===== config.mk =====
export PLATFORM = sky130hd
export DESIGN_NAME = vx_csr_arbiter
export DESIGN_NICKNAME = d
export VERILOG_FILES = /design/src/rtl/csr_types.sv /design/src/rtl/vx_rr_arbiter.sv /design/src/rtl/vx_csr_arbiter.sv
export SDC_FILE = /design/constraint.sdc
export NUM_CORES = 1
export LEC_CHECK = 0
export ABC_AREA = 1
export BUFFER_PORTS_ARGS = -buffer_cell sky130_fd_sc_hd__buf_2
export CAP_MARGIN = 20
export CORE_MARGIN = 5
export CORE_UTILIZATION = 48
export CTS_CLUSTER_SIZE = 30
export DETAILED_ROUTE_END_ITERATION = 12
export GPL_TIMING_DRIVEN = 0
export PLACE_DENSITY = 0.8
export SYNTH_ARGS = -nofsm -noshare
export SYNTH_HDL_FRONTEND = slang
export SYNTH_SLANG_ARGS = --single-unit

===== constraint.sdc =====
create_clock -name clk -period 2.6 [get_ports clk]
set_clock_uncertainty 0.1 [all_clocks]
set_input_delay 0.13 -clock clk [delete_from_list [all_inputs] [get_ports clk]]
set_output_delay 0.13 -clock clk [all_outputs]
set_load 0.02 [all_outputs]

===== src/rtl/csr_types.sv =====
// Shared CSR arbiter types: operation encodings, FSM states, the latched request
// record and the read-modify-write helpers used by the arbiter datapath.
package csr_types;

    localparam int CSR_ADDR_BITS = 12;
    localparam int NW_BITS       = 2;
    localparam int UUID_BITS     = 8;

    localparam logic [CSR_ADDR_BITS-1:0] CSR_MSCRATCH = 12'h340;

    typedef enum logic [1:0] {
        CSR_RO = 2'b00,
        CSR_RW = 2'b01,
        CSR_RS = 2'b10,
        CSR_RC = 2'b11
    } csr_op_e;

    typedef enum logic [1:0] {
        ST_IDLE,
        ST_READ,
        ST_WRITE,
        ST_RSP
    } csr_state_e;

    typedef struct packed {
        csr_op_e                  op;
        logic [CSR_ADDR_BITS-1:0] addr;
        logic [NW_BITS-1:0]       wid;
        logic [UUID_BITS-1:0]     uuid;
        logic [31:0]              data;
    } csr_req_t;

    // Set/clear with an empty mask leaves the CSR untouched, so the write is skipped.
    function automatic logic csr_needs_write(csr_op_e op, logic [31:0] data);
        return (op == CSR_RW) || ((op != CSR_RO) && (data != 32'd0));
    endfunction

    function automatic logic [31:0] csr_rmw(csr_op_e op, logic [31:0] old_val, logic [31:0] data);
        case (op)
            CSR_RW:  return data;
            CSR_RS:  return old_val | data;
            CSR_RC:  return old_val & ~data;
            default: return old_val;
        endcase
    endfunction

endpackage


===== src/rtl/vx_rr_arbiter.sv =====
// Round-robin request selector: grants the lowest requesting index at or above
// rr_ptr (wrapping), and advances rr_ptr past the winner on every grant.
module vx_rr_arbiter #(
    parameter int NUM_REQS = 2,
    parameter int IDX_W    = 1
) (
    input  logic                clk,
    input  logic                reset,
    input  logic [NUM_REQS-1:0] requests,
    input  logic                enable,
    output logic [NUM_REQS-1:0] grant_onehot,
    output logic [IDX_W-1:0]    grant_idx,
    output logic                grant_valid
);

    logic [IDX_W-1:0] rr_ptr;

    // NOTE: every output gets a default before the search so no path infers a latch.
    always_comb begin
        int j;
        grant_onehot = '0;
        grant_idx    = '0;
        grant_valid  = 1'b0;
        j            = 0;
        if (enable) begin
            // Walk from the farthest offset down so the nearest requester wins last.
            for (int i = NUM_REQS - 1; i >= 0; i--) begin
                j = int'(rr_ptr) + i;
                if (j >= NUM_REQS) j = j - NUM_REQS;
                if (requests[j]) begin
                    grant_onehot    = '0;
                    grant_onehot[j] = 1'b1;
                    grant_idx       = IDX_W'(j);
                    grant_valid     = 1'b1;
                end
            end
        end
    end

    // NOTE: sequential state uses non-blocking assignments so all flops update together.
    always_ff @(posedge clk) begin
        if (reset) begin
            rr_ptr <= '0;
        end else if (grant_valid) begin
            rr_ptr <= (int'(grant_idx) == NUM_REQS - 1) ? '0 : grant_idx + IDX_W'(1);
        end
    end

endmodule


===== src/rtl/vx_csr_arbiter.sv =====
// Shares one CSR data block between NUM_REQS requesters: arbitrate, read,
// optionally write back the read-modify-write result, then return the old value.
module vx_csr_arbiter
    import csr_types::*;
#(
    parameter int NUM_REQS = 2,
    localparam int IDX_W   = (NUM_REQS > 1) ? $clog2(NUM_REQS) : 1
) (
    input  logic                                 clk,
    input  logic                                 reset,

    input  logic [NUM_REQS-1:0]                  req_valid,
    output logic [NUM_REQS-1:0]                  req_ready,
    input  logic [NUM_REQS-1:0][1:0]             req_op,
    input  logic [NUM_REQS-1:0][CSR_ADDR_BITS-1:0] req_addr,
    input  logic [NUM_REQS-1:0][NW_BITS-1:0]     req_wid,
    input  logic [NUM_REQS-1:0][UUID_BITS-1:0]   req_uuid,
    input  logic [NUM_REQS-1:0][31:0]            req_data,

    output logic                                 rsp_valid,
    input  logic                                 rsp_ready,
    output logic [IDX_W-1:0]                     rsp_idx,
    output logic [31:0]                          rsp_data,

    output logic                                 read_enable,
    output logic [CSR_ADDR_BITS-1:0]             read_addr,
    output logic [NW_BITS-1:0]                   read_wid,
    output logic [UUID_BITS-1:0]                 read_uuid,
    input  logic [31:0]                          read_data,

    output logic                                 write_enable,
    output logic [CSR_ADDR_BITS-1:0]             write_addr,
    output logic [NW_BITS-1:0]                   write_wid,
    output logic [UUID_BITS-1:0]                 write_uuid,
    output logic [31:0]                          write_data,

    output logic                                 busy
);

    csr_state_e          state;
    csr_req_t            req_r;
    logic [IDX_W-1:0]    idx_r;
    logic [31:0]         old_r;

    logic [NUM_REQS-1:0] grant_onehot;
    logic [IDX_W-1:0]    grant_idx;
    logic                grant_valid;
    logic                arb_enable;

    // Gating with reset keeps req_ready low while reset is held.
    assign arb_enable = (state == ST_IDLE) && !reset;

    vx_rr_arbiter #(
        .NUM_REQS (NUM_REQS),
        .IDX_W    (IDX_W)
    ) u_rr_arbiter (
        .clk          (clk),
        .reset        (reset),
        .requests     (req_valid),
        .enable       (arb_enable),
        .grant_onehot (grant_onehot),
        .grant_idx    (grant_idx),
        .grant_valid  (grant_valid)
    );

    assign req_ready  = grant_onehot;

    assign read_addr  = req_r.addr;
    assign read_wid   = req_r.wid;
    assign read_uuid  = req_r.uuid;
    assign write_addr = req_r.addr;
    assign write_wid  = req_r.wid;
    assign write_uuid = req_r.uuid;
    assign rsp_idx    = idx_r;
    assign rsp_data   = old_r;

    // NOTE: the latched request fields are plain registers, so they are cleared on reset like the rest.
    always_ff @(posedge clk) begin
        if (reset) begin
            state        <= ST_IDLE;
            req_r        <= '0;
            idx_r        <= '0;
            old_r        <= '0;
            write_data   <= '0;
            read_enable  <= 1'b0;
            write_enable <= 1'b0;
            rsp_valid    <= 1'b0;
            busy         <= 1'b0;
        end else begin
            case (state)
                ST_IDLE: begin
                    if (grant_valid) begin
                        req_r.op    <= csr_op_e'(req_op[grant_idx]);
                        req_r.addr  <= req_addr[grant_idx];
                        req_r.wid   <= req_wid[grant_idx];
                        req_r.uuid  <= req_uuid[grant_idx];
                        req_r.data  <= req_data[grant_idx];
                        idx_r       <= grant_idx;
                        read_enable <= 1'b1;
                        busy        <= 1'b1;
                        state       <= ST_READ;
                    end
                end
                ST_READ: begin
                    read_enable <= 1'b0;
                    old_r       <= read_data;
                    if (csr_needs_write(req_r.op, req_r.data)) begin
                        write_enable <= 1'b1;
                        write_data   <= csr_rmw(req_r.op, read_data, req_r.data);
                        state        <= ST_WRITE;
                    end else begin
                        rsp_valid <= 1'b1;
                        state     <= ST_RSP;
                    end
                end
                ST_WRITE: begin
                    write_enable <= 1'b0;
                    rsp_valid    <= 1'b1;
                    state        <= ST_RSP;
                end
                ST_RSP: begin
                    if (rsp_ready) begin
                        rsp_valid <= 1'b0;
                        busy      <= 1'b0;
                        state     <= ST_IDLE;
                    end
                end
                default: state <= ST_IDLE;
            endcase
        end
    end

endmodule


**Word level (Yosys, flattened, before mapping)**

Index checks and enable logic that the tools add are counted.

- Reductions and logical operators: 20
- Magnitude comparators: 7
- Bitwise operators: 3
- Eq/ne operators: 10
- Add/sub/neg operators: 4
- Muxes and demuxes: 47

Operator list:

| kind | number |
|---|---|
| $mux W32 | 6 |
| $pmux W32 S3 | 1 |
| $ge A32 B1 Y1 const B | 2 |
| $lt A32 B3 Y1 const B | 2 |
| $and A32 B32 Y32 | 1 |
| $ge A32 B3 Y1 const B | 1 |
| $not A32 Y32 | 1 |
| $or A32 B32 Y32 | 1 |
| $reduce_bool A32 Y1 | 1 |
| $sub A32 B3 Y32 const B | 1 |
| $mux W12 | 2 |
| $mux W1 | 20 |
| $mux W2 | 9 |
| $mux W8 | 2 |
| $reduce_and A2 Y1 | 5 |
| $eq A2 B2 Y1 const B | 4 |
| $ne A2 B2 Y1 const B | 4 |
| $pmux W2 S4 | 1 |
| $reduce_bool A2 Y1 | 4 |
| $pmux W1 S2 | 3 |
| $reduce_and A3 Y1 | 2 |
| $eq A2 B1 Y1 const B | 2 |
| $logic_and A1 B1 Y1 | 4 |
| $pmux W1 S3 | 1 |
| other kinds (10) | 11 |

- Word-level logic and storage cells: 105
- Register bits after elaboration: 128
- Output and inout bits: 115

**Depth between registers and ports, before layout**

- Depth after elaboration: 12
- Mapped depth: 12
- Depth with buffers taken out: 12

**Hierarchy**

A second synthesis with hierarchy kept.

- Cell total of the unflattened synthesis: 885
- Area total of the unflattened synthesis: 6252.2 sq um

By module, submodules not included:

| module | cells each | times used | area an instance (sq um) | sequential area each (sq um) |
|---|---|---|---|---|
| vx_csr_arbiter | 872 | 1 | 6169.7 | 2542.4 |
| vx_rr_arbiter | 13 | 1 | 82.6 | 20.0 |

**Worst setup path before layout**

Ideal clock, no wire load.

- Path kind: register to register
- Start point: reg state[1]
- End point: reg req_r[30] in the netlist's numbering
- Data arrival time: 1.463 ns
- Cell stages (with the launch flop): 12
- Setup slack: 0.921 ns
- Clock period less this slack: 1.679 ns
- Setup time: 0.116 ns
- Path buffers: 2
- Cells stage by stage: dfxtp_1 inv_1 ha_1 inv_1 nor2_2 nand3_2 buf_2 buf_2 nand2_1 nand3_1 o211ai_1 inv_1

- Word-level cells in the longest chain between the ends: 5
- Elaborated cells between the ends (all ways): 7
- Those cells by class: 4 x mux; 3 x reduce/logical

Ends and longest elaborated chain:

| item | line | RTL |
|---|---|---|
| start: declaration | vx_csr_arbiter.sv:40 | `csr_state_e state;` |
| start signal: assignment | vx_csr_arbiter.sv:80 | `state <= ST_IDLE;` |
| start signal: assignment | vx_csr_arbiter.sv:101 | `state <= ST_READ;` |
| start signal: assignment | vx_csr_arbiter.sv:110 | `state <= ST_WRITE;` |
| $logic_not A2 Y1 (*) | vx_csr_arbiter.sv:51, vx_csr_arbiter.sv:90 |  |
| $logic_and A1 B1 Y1 | vx_csr_arbiter.sv:51 | `assign arb_enable = (state == ST_IDLE) && !reset;` |
| $mux W1 | vx_rr_arbiter.sv:25 | `if (enable) begin` |
| $mux W32 (not written as such) (2 in a row) | vx_csr_arbiter.sv:97 | `req_r.data <= req_data[grant_idx];` |
| end: declaration | vx_csr_arbiter.sv:41 | `csr_req_t req_r;` |

Mark *: on every way between the ends. The rest lies on a longest branch, timed or not. The select of a mux whose other input is x is not followed.
A chain may end at the register's enable or synchronous reset.

**Worst setup path in the final report**

- Start point: reg state[1]
- End point: reg req_r[3] in the netlist's numbering

Same word-level chain as after synthesis.

==> flow_metrics.tcl <==
set metrics [dict create \
    start_util 0.4954 \
    final_cells 1508 \
    post-route-min-period_ps 2496 \
    ios 264 \
    p_int_w 0.005524 \
    finalWorstSetupSlack_ps 103.6 \
    cap_violations 0 \
    clk_path_buf_depth 2 \
    p_leak_nw 5.054 \
    vdd_ir_drop_max_uv 579.5 \
    p_switching_w 0.003563 \
    fmax_mhz 400.6 \
    route.final.wire_length_um 26110 \
    placement.io_buffers 263 \
    netlist.area_leader.share 0.4066 \
    htreeDepth 4 \
    worstPathMaxFanout 10 \
    grtUsageTotal 0.3236 \
    synthCells 900 \
    post_route_cells_drive_above_1_share 0.2927 \
    clkTransAtPathRegs_ps 60 \
    post-route-period-util 0.9602 \
    path_cells "inv_2 > ha_1 > inv_1 > nor2_4 > o21ai_2 > inv_2 > buf_2 > nand3_1 > dlygate4sd3_1 > o211ai_1 > inv_1" \
    status "finished clean" \
    post_cts_buffers 0 \
    hold_class "in -> reg" \
    ff_latch_area_um2 2564 \
    synth_flop_cell "dfxtp_1" \
    grt-ovfl-total 0 \
    dp.cells 1335 \
    power_density_nw_per_um2 918.0 \
    dp_hpwl_um 15670 \
    final_max_slew_viol_count 0 \
    multiInputGateArea_um2 2633 \
    route.vias.total 8026 \
    syn_area_um2 6302 \
    core_area_um2 12720 \
    p_seq_frac 0.306 \
    clkPwrFrac 0.277 \
    cts_buffers 17 \
    ys_ff_latch 128 \
    drtPass1Iterations 6 \
    p_sw_frac 0.3921 \
    async_flop_share 0 \
    netlist_top_cells_area "dfxtp_1 (41%), nand2_1 (9.2%), inv_1 (7.8%)" \
    fill_cells 891 \
    rows 41 \
    syn_to_final_growth_pct 57.06 \
    synth_top_area_cell "dfxtp_1" \
    cts_tree "done" \
    synth_cell_types 26 \
    viasPerCell 5.322 \
    synth_warnings 0 \
    drtIter0Drc 821 \
    hold_violations 0 \
    setup_viol 0 \
    crit_path_start_kind "flip-flop" \
    end_kind "flip-flop" \
    comb_power_share 0.417 \
    drtAntennaViolNets 0 \
    drc_errors 0 \
    synth_enable_flop_cells 0 \
    num-nets-final 1478 \
    grt_max_degree 17 \
    worstSetupPathType "reg -> reg" \
    dp_slack_ps 510.6 \
    clkLatencyLatePin_ps 430 \
    relSlewSlack 0.5108 \
    crit_required_ps 2810 \
    critPathArrivalTime_ps 2710 \
    antenna_found_initial 0 \
    cts_sinks 128 \
    timing.critical_path.slowest_cell_delay_ps 590 \
    grt_pass1_vias 8001 \
    antenna_cells 0 \
    synth_nets 1054 \
    tightestPinTransition_ps 733.8 \
    cts_root_buf "clkbuf_16" \
    wl_per_cell_um 17.31 \
    dieArea_um2 15520 \
    cp_slowest_cell "dlygate4sd3_1" \
    die-width_um 124.6 \
    grt_pass1_wl_um 40700 \
    ys_seq_area_frac 0.4066 \
    die_y_um 124.6 \
    place.gp.congestion 0.8922 \
    avgSynthCellArea_um2 7.003 \
]
==> metal layers <==
| layer | part of all wire | vias up | GRT usage |
|---|---|---|---|
| li1 | - | 3715 | - |
| met1 | 0.37 | 3649 | 0.3599 |
| met2 | 0.49 | 532 | 0.5569 |
| met3 | 0.089 | 130 | 0.08877 |
| met4 | 0.056 | 0 | 0.1792 |
| met5 | 0 | - | 0 |
==> cells in the final DEF (no fill, tap or decap), types with 3 or more instances in the layout <==
master	instances
buf_2	285
nand2_1	155
dlygate4sd3_1	142
inv_1	129
dfxtp_1	127
o21ai_0	91
nor2_1	86
nand3_1	60
o211ai_1	48
buf_4	47
a21oi_1	34
o22ai_1	30
clkbuf_1	24
clkbuf_16	17
a21oi_2	7
o21ai_1	7
inv_2	6
clkinv_2	6
ha_1	5
buf_6	4
bufinv_16	4
buf_1	3
clkbuf_2	3
==> kinds of logic after synthesis <==
family / after synthesis / share of synthesized area
buf+inv: 238 / 0.1777
fa+ha+maj: 5 / 0.009927
flops: 128 / 0.4066
compound gates: 222 / 0.2075
simple gates: 307 / 0.1983
==> worst paths after layout <==
check                       from              to  slack (ps)  depth (start not counted)
hold / removal      req_data[11]       req_r[11]          40                          5
setup / recovery        state[1]        req_r[3]         100                         11
setup reg to reg        state[1]        req_r[3]         100                         11
hold reg to reg   write_data[31]  write_data[31]         340                          2
==> critical path, delay by kind of cell, from the launching register on <==
family	cells	cell delay, ps
flip-flops	1	340
AND/OR/NAND/NOR	2	240
adder cells (fa/ha/maj)	1	180
AO/OA/AOI/OAI	2	210
buffers and inverters	6	1290
==> repair_timing <==
action                                  4_1_cts  5_1_grt
gates resized for setup                       0       12
hold buffers                                142        0
hold endpoints to repair                     91        0
endpoints found under the setup margin        0       28
==> cells in the mapped netlist, drive strengths merged (2+ instances only) <==
master and instances:
inv 135, o22ai 30, ha 5, dfxtp 128, nand2 156, buf 77, o211ai 48, a21oi 41
nand3 62, nor2 88, o21ai 99, clkbuf 26, o21bai 2
==> final cells by class <==
| cell class | instances | share of cell area |
|---|---|---|
| well taps | 172 | 0.02174 |
| multi-input cells | 534 | 0.2660 |
| clock buffers | 19 | 0.04576 |
| inverters | 135 | 0.05119 |
| clock inverters | 12 | 0.01669 |
| flip-flops and latches | 128 | 0.2590 |
| repair buffers | 405 | 0.2766 |
| plain buffers | 103 | 0.06308 |
==> sequential cells by signal, indices dropped and copies added, names as in the netlist <==
signal and count:
req_r 34, rsp_data 32, write_data 32, read_addr 12
read_uuid 8, read_wid 2, state 2, busy 1
read_enable 1, rsp_idx 1, rsp_valid 1, u_rr_arbiter.rr_ptr 1
write_enable 1
==> stage by stage <==
step | TNS [ps] | total power [W] | hold slack, ps | instance area (um^2) | utilization
after floorplan | 0 | 0.004965 | 92.44 | 6302 | -
after global placement | 0 | 0.006001 | 277.7 | 7834 | 0.6158
after detailed placement | 0 | 0.006070 | 281.7 | 7834 | 0.6158
after CTS | 0 | 0.008894 | 4.045 | 9873 | 0.7761
after global routing | -1.466 | 0.009551 | 50.59 | 9898 | 0.7780
final | 0 | 0.009087 | 37.53 | 9898 | 0.7780
==> power groups by stage <==
stage / Combinational (W) / Sequential [W] / Clock [W]
floorplan: 0.00192 / 0.00304 / 0
global placement: 0.00324 / 0.00277 / 0
detailed placement: 0.00330 / 0.00277 / 0
CTS: 0.00363 / 0.00274 / 0.00252
global route: 0.00410 / 0.00282 / 0.00263
finish: 0.00379 / 0.00278 / 0.00252
(Power assumes the default switching activity.)
